--- src/rtl/shared_counter_sched.sv ---
// Round-robin scheduler that lends one shared up-counter to NUM_REQ requesters.
// Each grant counts out the requester's latched interval, then pulses done for one cycle.
module shared_counter_sched #(
  parameter int NUM_REQ = 4,
  parameter int CNT_W   = 8
) (
  input  logic                     clk,
  input  logic                     rst,
  input  logic [NUM_REQ-1:0]       req,
  input  logic [NUM_REQ*CNT_W-1:0] req_len,
  input  logic                     pause,
  output logic [NUM_REQ-1:0]       gnt,
  output logic [NUM_REQ-1:0]       done,
  output logic                     busy,
  output logic [CNT_W-1:0]         count
);

  localparam int IDX_W = (NUM_REQ > 1) ? $clog2(NUM_REQ) : 1;
  localparam logic [NUM_REQ-1:0] ONE_R = {{(NUM_REQ-1){1'b0}}, 1'b1};
  localparam logic [CNT_W-1:0]   ONE_C = {{(CNT_W-1){1'b0}}, 1'b1};
  localparam logic [IDX_W-1:0]   LAST_RST = IDX_W'(NUM_REQ - 1);

  typedef enum logic [1:0] {
    ST_IDLE = 2'd0,
    ST_RUN  = 2'd1,
    ST_DONE = 2'd2
  } state_t;

  state_t               state_q;
  logic [NUM_REQ-1:0]   gnt_q;
  logic [NUM_REQ-1:0]   done_q;
  logic                 busy_q;
  logic [CNT_W-1:0]     count_q;
  logic [CNT_W-1:0]     len_q;
  logic [IDX_W-1:0]     win_q;
  logic [IDX_W-1:0]     last_q;

  logic [IDX_W-1:0]     win_d;
  logic                 found_d;
  logic [IDX_W-1:0]     cand_d;

  // Round-robin pick: first set request after last_q, wrapping; first hit wins.
  always_comb begin
    win_d   = '0;
    found_d = 1'b0;
    cand_d  = '0;
    for (int i = 1; i <= NUM_REQ; i++) begin
      cand_d = IDX_W'((int'(last_q) + i) % NUM_REQ);
      if (!found_d && req[cand_d]) begin
        found_d = 1'b1;
        win_d   = cand_d;
      end else begin
        found_d = found_d;
      end
    end
  end

  // Scheduler FSM; all outputs are registered here.
  always_ff @(posedge clk) begin
    if (rst) begin
      state_q <= ST_IDLE;
      gnt_q   <= '0;
      done_q  <= '0;
      busy_q  <= 1'b0;
      count_q <= '0;
      len_q   <= '0;
      win_q   <= '0;
      last_q  <= LAST_RST;
    end else begin
      case (state_q)
        ST_IDLE: begin
          done_q <= '0;
          if (found_d) begin
            state_q <= ST_RUN;
            gnt_q   <= ONE_R << win_d;
            len_q   <= req_len[win_d*CNT_W +: CNT_W];
            win_q   <= win_d;
            busy_q  <= 1'b1;
            count_q <= '0;
          end else begin
            gnt_q   <= '0;
            busy_q  <= 1'b0;
            count_q <= '0;
          end
        end
        ST_RUN: begin
          if (!req[win_q]) begin
            // Requester let go early: release the counter without a done pulse.
            state_q <= ST_IDLE;
            gnt_q   <= '0;
            done_q  <= '0;
            busy_q  <= 1'b0;
            count_q <= '0;
            last_q  <= win_q;
          end else if (pause) begin
            count_q <= count_q;
          end else if (count_q == (len_q - ONE_C)) begin
            state_q <= ST_DONE;
            done_q  <= gnt_q;
          end else begin
            count_q <= count_q + ONE_C;
          end
        end
        ST_DONE: begin
          state_q <= ST_IDLE;
          gnt_q   <= '0;
          done_q  <= '0;
          busy_q  <= 1'b0;
          count_q <= '0;
          last_q  <= win_q;
        end
        default: begin
          state_q <= ST_IDLE;
          gnt_q   <= '0;
          done_q  <= '0;
          busy_q  <= 1'b0;
          count_q <= '0;
        end
      endcase
    end
  end

  assign gnt   = gnt_q;
  assign done  = done_q;
  assign busy  = busy_q;
  assign count = count_q;

endmodule

--- config.mk ---
export PLATFORM = sky130hd
export DESIGN_NAME = shared_counter_sched
export DESIGN_NICKNAME = d
export VERILOG_FILES = /design/src/rtl/shared_counter_sched.sv
export SDC_FILE = /design/constraint.sdc
export NUM_CORES = 1
export LEC_CHECK = 0
export CAP_MARGIN = 15
export CORE_ASPECT_RATIO = 0.8
export CORE_MARGIN = 1
export CORE_UTILIZATION = 35
export DETAILED_ROUTE_END_ITERATION = 12
export PLACE_DENSITY = 0.67
export SETUP_SLACK_MARGIN = 0.1
export SLEW_MARGIN = 20
export SYNTH_ARGS = -nofsm -noshare
export SYNTH_HDL_FRONTEND = slang
export SYNTH_SLANG_ARGS = --single-unit
export TNS_END_PERCENT = 50
--- constraint.sdc ---
create_clock -name clk -period 3.1 [get_ports clk]
set_input_delay 0.31 -clock clk [delete_from_list [all_inputs] [get_ports clk]]
set_output_delay 0.31 -clock clk [all_outputs]
set_load 0.02 [all_outputs]
==> impl_metrics.py, run 1 <==
metrics = {
    "run_status": {
        "outcome": "completed",
    },
    "final_layout": {
        "fin_nets": 335,
        "diodes": 0,
        "area_growth_pct": 34.5,
        "layout-drive-gt1-share_pct": 8.56,
    },
    "timing": {
        "tns_ns": 0,
        "finalMaxSlewViolations": 0,
        "setup_viol": 0,
        "rsz0062_at_grt": "false",
        "setup_ws_ns": 0.598,
        "period_share_pct": 80.7,
        "fmax_mhz": 400,
        "min_period_ns": 2.50,
        "max_slew_margin_pct": 59.6,
        "hold_viol_final": 0,
        "tightest_slew_ns": 0.601,
        "skew_ns": 0.00603,
    },
    "clock_tree": {
        "cts_root_buf": "clkbuf_8",
        "hold_buffers": 0,
        "clkTransAtPathRegs_ns": 0.06,
        "postCtsResizedCells": 0,
        "htreeDepth": 2,
        "insertion_delay_ns": 0.28,
        "post-cts-setup-buffers": 0,
        "clock_path_buffers": 2,
        "cts_buffers": 5,
        "cts_tree": "built",
        "cts_sinks": 31,
    },
    "logic_synthesis": {
        "ys_ff_latch": 31,
        "yosysWarnings": 0,
        "synth_cell_type_count": 45,
        "synth_cells": 242,
        "netlist_area_um2": 2020,
        "synth-edff-count": 0,
        "synthArstFlopShare_pct": 0,
        "synth_seq_area_share_pct": 30.8,
        "post_synth.cell_area_avg_um2": 8.33,
        "synth_fp_nets": 285,
        "yosys_most_used_dff": "dfxtp_1",
    },
    "floorplanning": {
        "ios": 56,
        "die_y_um": 69.9,
        "core_um2": 5500,
        "die_area_um2": 6070,
        "rows": 24,
        "die_w_um": 86.9,
        "initial_utilization_pct": 36.7,
    },
    "placed_design": {
        "gp_congestion": 0.775,
        "port_buffers": 55,
        "dp_hpwl_mm": 3.67,
        "pre_cts_ws_ns": 0.593,
    },
    "worst_setup_path": {
        "arrival_ns": 2.67,
        "cp-start-kind": "flop",
        "cp_max_fo": 7,
        "cp.required_ns": 3.27,
        "end_kind": "flop",
        "r2r_slack_ns": 0.60,
        "crit_type": "reg2reg",
    },
    "grt": {
        "grt-ovfl-total": 0,
        "grt_max_degree": 21,
        "grt_pass1_vias": 1862,
        "antenna_found_initial": 0,
        "grt_usage_pct": 17.6,
        "grt_pass1_wl_mm": 8.50,
    },
    "route": {
        "vias": 1931,
        "wirelength_mm": 4.90,
        "vias_per_cell": 5.22,
        "detail_route.wl_per_cell_um": 13.2,
        "ant_nets": 0,
        "drc": 0,
        "drt_iter0_markers": 107,
        "drt_pre_antenna_iters": 4,
    },
    "power_and_ir_drop": {
        "peakVddDrop_mv": 0.361,
        "power.total_mw": 1.78,
        "power.density_nw_per_um2": 657,
        "power_leakage_nw": 1.01,
    },
    "worst_hold_path": {
        "hp-class": "reg2reg",
    },
    "job": {
        "maxCapViolations": 0,
    },
}
where the power goes:
| group | switching, mW | leakage (nW) | total, mW | internal, mW |
|---|---|---|---|---|
| clock | 0.143 | 0.0470 | 0.317 | 0.174 |
| sequential | 0.0969 | 0.253 | 0.576 | 0.479 |
| combinational | 0.485 | 0.714 | 0.890 | 0.405 |
| total | 0.725 | 1.01 | 1.78 | 1.06 |
cells by family after synthesis:
group	share of synthesized area [%]
XOR/XNOR	3.91
multiplexers	15.0
flip-flops	30.8
buffers and inverters	4.03
AND/OR/NAND/NOR	21.4
adder cells (fa/ha/maj)	2.48
AO/OA/AOI/OAI	22.5
synth_stat cells (2+ instances only):
master	n	area [um2]
nand2b_1	5	31.3
buf_2	2	10.0
a221oi_1	2	17.5
a21oi_1	19	95.1
nand3_1	9	45.0
and2_1	4	25.0
nor3_1	3	15.0
nand2_1	26	97.6
mux2_2	9	101
a211o_1	2	17.5
nor4_1	2	12.5
a2111o_1	6	67.6
nor2b_1	4	25.0
clkbuf_1	10	37.5
mux2i_1	20	200
o21ai_0	19	95.1
ha_1	4	50.1
and3_1	2	12.5
dfxtp_1	31	621
a211oi_1	4	30.0
nand3b_1	6	45.0
or3_1	5	31.3
nor2_1	10	37.5
buf_1	2	7.51
inv_1	5	18.8
xor2_1	4	35.0
nand4_1	3	18.8
xnor2_1	5	43.8
a22oi_1	2	15.0
o21bai_1	2	15.0
stage by stage:
stage	hold slack [ns]	util, %	instance area (um2)	instances
2_1_floorplan	0.476	-	2020	242
6_report	0.459	49.4	2710	370
3_3_place_gp	0.448	47.8	2630	363
4_1_cts	0.462	49.4	2710	370
3_5_place_dp	0.444	47.8	2630	363
5_1_grt	0.479	49.4	2710	370
path summary, 6_finish.rpt:
kind	startpoint	endpoint	cells past startpoint
setup / recovery	len_q[2]$_SDFFE_PP0P_	state_q[0]$_SDFFE_PP0P_	6
hold / removal	busy$_SDFFE_PP0P_	busy$_SDFFE_PP0P_	2
setup reg to reg	len_q[2]$_SDFFE_PP0P_	state_q[0]$_SDFFE_PP0P_	6
hold reg to reg	busy$_SDFFE_PP0P_	busy$_SDFFE_PP0P_	2
flip-flops by register name, summed over array words and instances, names as in the netlist:
signal,cells
count,8
len_q,8
done,4
gnt,4
last_q,2
state_q,2
win_q,2
busy,1
metal layers:
metal,vias up,part of all wire (%),global-route usage [%]
li1,994,-,-
met1,894,50,23.8
met2,41,45,27.6
met3,2,4.9,4.26
met4,0,0.22,5.00
met5,-,0,0
layout make-up:
| type | count | area, um2 |
|---|---|---|
| clock buffers | 6 | 82.6 |
| clock inverters | 1 | 5.00 |
| fillers | 536 | 2780 |
| inverters | 5 | 18.8 |
| multi-input cells | 191 | 1320 |
| flip-flops and latches | 31 | 621 |
| well taps | 78 | 97.6 |
| repair buffers | 58 | 573 |
cell usage in the layout, fill, tap and decap left out, types with 2 or more instances in the layout:
cell / n
mux2i_1: 20
xor2_1: 4
a22oi_1: 2
nor3_1: 3
nor2b_1: 4
or3_1: 5
nand3_1: 9
buf_4: 3
xnor2_1: 5
nand2_1: 26
ha_1: 4
nor4_1: 2
a2111o_1: 6
nand2b_1: 5
a221oi_1: 2
a21oi_1: 19
nand4_1: 3
o21ai_0: 19
and2_1: 4
inv_1: 5
a211oi_1: 4
nor2_1: 10
clkdlybuf4s50_1: 55
mux2_2: 9
o21bai_1: 2
clkbuf_8: 6
nand3b_1: 6
and3_1: 2
a211o_1: 2
dfxtp_1: 31
worst max-delay path, stage by stage, from the launching register on:
cell and delay (ns):
dfxtp_1 0.36, or3_1 0.39, or3_4 0.40, a2111oi_2 0.46, and2_1 0.31, a2111oi_1 0.11, or3_1 0.35
Power figures use the tool's default switching activity.
==> inputs of run 2 (changes only) <==
PLACE_DENSITY = 0.7   (was 0.67)
clock period = 2.3 ns   (was 3.1 ns; I/O delays follow)
==> impl_metrics.py, run 2 (same netlist as run 1, synthesis figures left out) <==
metrics = {
    "floorplanning": {
        "die_w_um": 86.9,
        "core_um2": 5500,
        "initial_utilization_pct": 36.7,
        "die_area_um2": 6070,
        "rows": 24,
        "ios": 56,
        "die_y_um": 69.9,
    },
    "timing": {
        "finalMaxSlewViolations": 0,
        "max_slew_margin_pct": 60.8,
        "setup_viol": 0,
        "fmax_mhz": 458,
        "setup_ws_ns": 0.117,
        "min_period_ns": 2.18,
        "hold_viol_final": 0,
        "rsz0062_at_grt": "true",
        "skew_ns": 0.00825,
        "period_share_pct": 94.9,
        "tightest_slew_ns": 0.587,
    },
    "final_layout": {
        "area_growth_pct": 42.9,
        "stdcell_count": 388,
        "mostFrequentLayoutCells": "55 x clkdlybuf4s50_1, 29 x dfxtp_1, 26 x nand2_1",
        "diodes": 0,
        "layout_commonest_cell": "clkdlybuf4s50_1",
        "fin_nets": 352,
        "layout-drive-gt1-share_pct": 15.5,
        "finalCoreUtilization_pct": 52.4,
        "fillers": 501,
    },
    "run_status": {
        "outcome": "completed",
    },
    "clock_tree": {
        "cts_sinks": 31,
        "hold_buffers": 0,
        "htreeDepth": 2,
        "clock_path_buffers": 2,
        "cts_tree": "built",
        "insertion_delay_ns": 0.28,
        "clkTransAtPathRegs_ns": 0.07,
        "cts_root_buf": "clkbuf_8",
        "cts_buffers": 5,
    },
    "placed_design": {
        "dp_cells": 379,
        "port_buffers": 55,
        "gp_congestion": 0.794,
        "pre_cts_ws_ns": -0.00642,
        "dp_hpwl_mm": 4.03,
    },
    "job": {
        "maxCapViolations": 0,
    },
    "grt": {
        "grt_usage_pct": 17.5,
        "grt_pass1_wl_mm": 8.47,
        "grt_max_degree": 21,
        "antenna_found_initial": 0,
        "grt_pass1_vias": 1834,
        "grt-ovfl-total": 0,
    },
    "power_and_ir_drop": {
        "power.density_nw_per_um2": 919,
        "power.total_mw": 2.65,
        "peakVddDrop_mv": 0.409,
        "power_leakage_nw": 1.11,
    },
    "route": {
        "vias_per_cell": 5.26,
        "detail_route.wl_per_cell_um": 13.7,
        "wirelength_mm": 5.32,
        "drc": 0,
        "drt_pre_antenna_iters": 4,
        "ant_nets": 0,
        "drt_iter0_markers": 120,
        "vias": 2042,
    },
    "worst_setup_path": {
        "cp-start-kind": "flop",
        "end_kind": "flop",
        "critPathBufInv": 0,
        "cp.required_ns": 2.47,
        "slowest_delay_ns": 0.41,
        "critical_path.top_delay_family": "simple AND/OR/NAND/NOR gates",
        "crit_chain": "or3_1 -> or3_4 -> a2111oi_4 -> and2_4 -> a2111oi_1 -> or3_1",
        "timing.critical_path.mode_cell": "or3_1",
        "crit_slowest_cell": "or3_4",
        "arrival_ns": 2.35,
        "cp_max_fo": 3,
        "crit_type": "reg2reg",
    },
    "worst_hold_path": {
        "hp-class": "reg2reg",
    },
}
## run 2: cell types whose count changed in the layout (fill, tap and decap cells not counted), sizes merged
cell and change:
buf +17, clkbuf +2, clkinv -1
## run 2: what timing repair did
action / 4_1_cts / 5_1_grt
setup endpoints to repair: 9 / 9
pin swaps: 0 / 2
setup buffers: 0 / 1
resized for setup: 3 / 3
## run 2: final cells by class
type	count	area [um2]	area share [%]
sequential	31	623	21.6
tap	78	97.6	3.39
timing repair buffer	75	701	24.3
multi-input combinational	191	1340	46.5
clock buffer	8	100	3.47
inverter	5	18.8	0.651
## run 2: tightest hold or removal path, delay by kind of cell, from the launching register on
family	cells	cell delay (ns)
DFF	1	0.31
and+or+nand+nor	1	0.05
AOI/OAI and AO/OA	1	0.05
## run 2: path summary, 6_finish.rpt
| check | startpoint | endpoint | slack (ns) | depth (start not counted) |
|---|---|---|---|---|
| setup / recovery | len_q[2]$_SDFFE_PP0P_ | state_q[0]$_SDFFE_PP0P_ | 0.12 | 6 |
| hold / removal | busy$_SDFFE_PP0P_ | busy$_SDFFE_PP0P_ | 0.46 | 2 |
| setup reg to reg | len_q[2]$_SDFFE_PP0P_ | state_q[0]$_SDFFE_PP0P_ | 0.12 | 6 |
| hold reg to reg | busy$_SDFFE_PP0P_ | busy$_SDFFE_PP0P_ | 0.46 | 2 |
## run 2: per-layer routing
metal  track usage, %  vias up  wire [um]  share of wire, %
li1                 -     1028          -                 -
met1             24.6      943       2660                50
met2             26.0       63       2260                43
met3             4.85        8        338               6.4
met4             5.00        0         56               1.1
met5                0        -          0                 0
## run 2: metrics by stage
| step | instance area, um2 | hold WS [ns] | TNS (ns) |
|---|---|---|---|
| after global routing | 2880 | 0.511 | 0 |
| after detailed placement | 2760 | 0.449 | -0.0149 |
| after floorplan | 2030 | 0.410 | 0 |
| after CTS | 2860 | 0.466 | 0 |
| final | 2880 | 0.461 | 0 |
| after global placement | 2760 | 0.449 | 0 |
## run 2: power breakdown
part / internal (mW) / total (mW) / switching [mW]
clock network: 0.273 / 0.477 / 0.204
logic: 0.678 / 1.41 / 0.732
registers: 0.648 / 0.762 / 0.114
==> inputs of run 3 (changes only) <==
CAP_MARGIN = 30   (was 15)
HOLD_SLACK_MARGIN = 0.03   (was not set)
PLACE_DENSITY = 0.67   (was 0.7)
clock period = 2.1 ns   (was 2.3 ns; I/O delays follow)
==> impl_metrics.py, run 3 (same netlist as run 1, synthesis figures left out) <==
metrics = {
    "worst_setup_path": {
        "cp.required_ns": 2.27,
        "arrival_ns": 2.27,
        "end_kind": "flop",
        "cp-start-kind": "flop",
        "crit_type": "reg2reg",
        "cp_max_fo": 3,
    },
    "power_and_ir_drop": {
        "peakVddDrop_mv": 0.614,
        "power.density_nw_per_um2": 1020,
        "power_leakage_nw": 1.16,
        "power.total_mw": 3.03,
    },
    "floorplanning": {
        "die_y_um": 69.9,
        "die_area_um2": 6070,
        "die_w_um": 86.9,
        "initial_utilization_pct": 36.7,
        "ios": 56,
        "rows": 24,
        "core_um2": 5500,
    },
    "clock_tree": {
        "hold_buffers": 0,
        "insertion_delay_ns": 0.28,
        "htreeDepth": 2,
        "cts_buffers": 5,
        "cts_tree": "built",
        "clkTransAtPathRegs_ns": 0.07,
        "cts_sinks": 31,
        "clock_path_buffers": 2,
        "cts_root_buf": "clkbuf_8",
    },
    "timing": {
        "rsz0062_at_grt": "true",
        "max_slew_margin_pct": 59.7,
        "skew_ns": 0.00764,
        "fin_hold_ws_ns": 0.471,
        "tns_ns": 0,
        "hold_viol_final": 0,
        "tightest_slew_ns": 0.602,
        "fmax_mhz": 476,
        "min_period_ns": 2.10,
        "finalMaxSlewViolations": 0,
        "setup_viol": 0,
        "period_share_pct": 100,
    },
    "route": {
        "vias": 2060,
        "drc": 0,
        "vias_per_cell": 5.16,
        "ant_nets": 0,
        "wirelength_mm": 5.31,
        "detail_route.wl_per_cell_um": 13.3,
        "drt_pre_antenna_iters": 4,
        "drt_iter0_markers": 109,
    },
    "placed_design": {
        "dp_cells": 390,
        "port_buffers": 55,
        "gp_congestion": 0.768,
        "dp_hpwl_mm": 4.15,
        "dpl-instance-area_um2": 2860,
    },
    "grt": {
        "antenna_found_initial": 0,
        "grt_pass1_wl_mm": 9.00,
        "grt_pass1_vias": 1951,
        "grt_max_degree": 18,
        "grt-ovfl-total": 0,
        "grt_usage_pct": 18.7,
    },
    "final_layout": {
        "layout_commonest_cell": "clkdlybuf4s50_1",
        "area_growth_pct": 47.8,
        "layout-drive-gt1-share_pct": 19.3,
        "fillers": 518,
        "diodes": 0,
        "fin_nets": 363,
        "stdcell_area_um2": 2980,
        "mostFrequentLayoutCells": "55 x clkdlybuf4s50_1, 30 x buf_4, 28 x dfxtp_1",
        "stdcell_count": 399,
    },
    "worst_hold_path": {
        "hp-class": "reg2reg",
    },
    "job": {
        "maxCapViolations": 0,
    },
    "run_status": {
        "outcome": "completed",
    },
}
-- run 3: timing repair --
action,4_1_cts,5_1_grt
buffers inserted,0,1
endpoints found under the setup margin,14,14
pin swaps,2,4
resized for setup,5,2
-- run 3: path summary, 6_finish.rpt --
kind                               from                       to  slack (ns)  cells after the start
hold / removal        busy$_SDFFE_PP0P_        busy$_SDFFE_PP0P_        0.47                      2
hold reg to reg       busy$_SDFFE_PP0P_        busy$_SDFFE_PP0P_        0.47                      2
setup / recovery  len_q[4]$_SDFFE_PP0P_  state_q[0]$_SDFFE_PP0P_      0.0008                      6
setup reg to reg  len_q[4]$_SDFFE_PP0P_  state_q[0]$_SDFFE_PP0P_      0.0008                      6
-- run 3: per-stage QoR --
stage | util, % | worst slack, ns
2_1_floorplan | - | -0.0206
3_3_place_gp | 52.1 | 0.00895
3_5_place_dp | 52.1 | -0.0441
4_1_cts | 54.0 | 0.00451
5_1_grt | 54.3 | -0.0690
6_report | 54.3 | 0.000787
-- run 3: cell type report --
cell class / instances / area, um2 / share of cell area (%)
Sequential cell: 31 / 624 / 20.9
Clock inverter: 1 / 5.00 / 0.168
Multi-Input combinational cell: 191 / 1360 / 45.7
Inverter: 5 / 18.8 / 0.629
Tap cell: 78 / 97.6 / 3.27
Timing Repair Buffer: 86 / 796 / 26.7
Clock buffer: 7 / 76.3 / 2.56
-- run 3: where the power goes --
part           leakage [nW]  internal (mW)  switching, mW  total, mW
logic                 0.866          0.886          0.865       1.75
clock network        0.0422          0.232          0.218      0.450
registers             0.254          0.711          0.114      0.825
-- run 3: metal layers --
metal | wire, um | share of wire, % | vias up | GRT usage [%]
met5 | 0 | 0 | - | 0
met4 | 40 | 0.75 | 0 | 4.44
met3 | 340 | 6.4 | 9 | 4.61
met2 | 2300 | 43 | 60 | 28.9
met1 | 2630 | 50 | 942 | 26.1
li1 | - | - | 1049 | -
-- run 3: worst max-delay path, cell delays in order, from the launching register on --
cell,delay [ns]
dfxtp_2,0.32
or3_4,0.38
or3_4,0.40
a2111oi_4,0.31
and2_4,0.21
a2111oi_2,0.06
or3_1,0.31
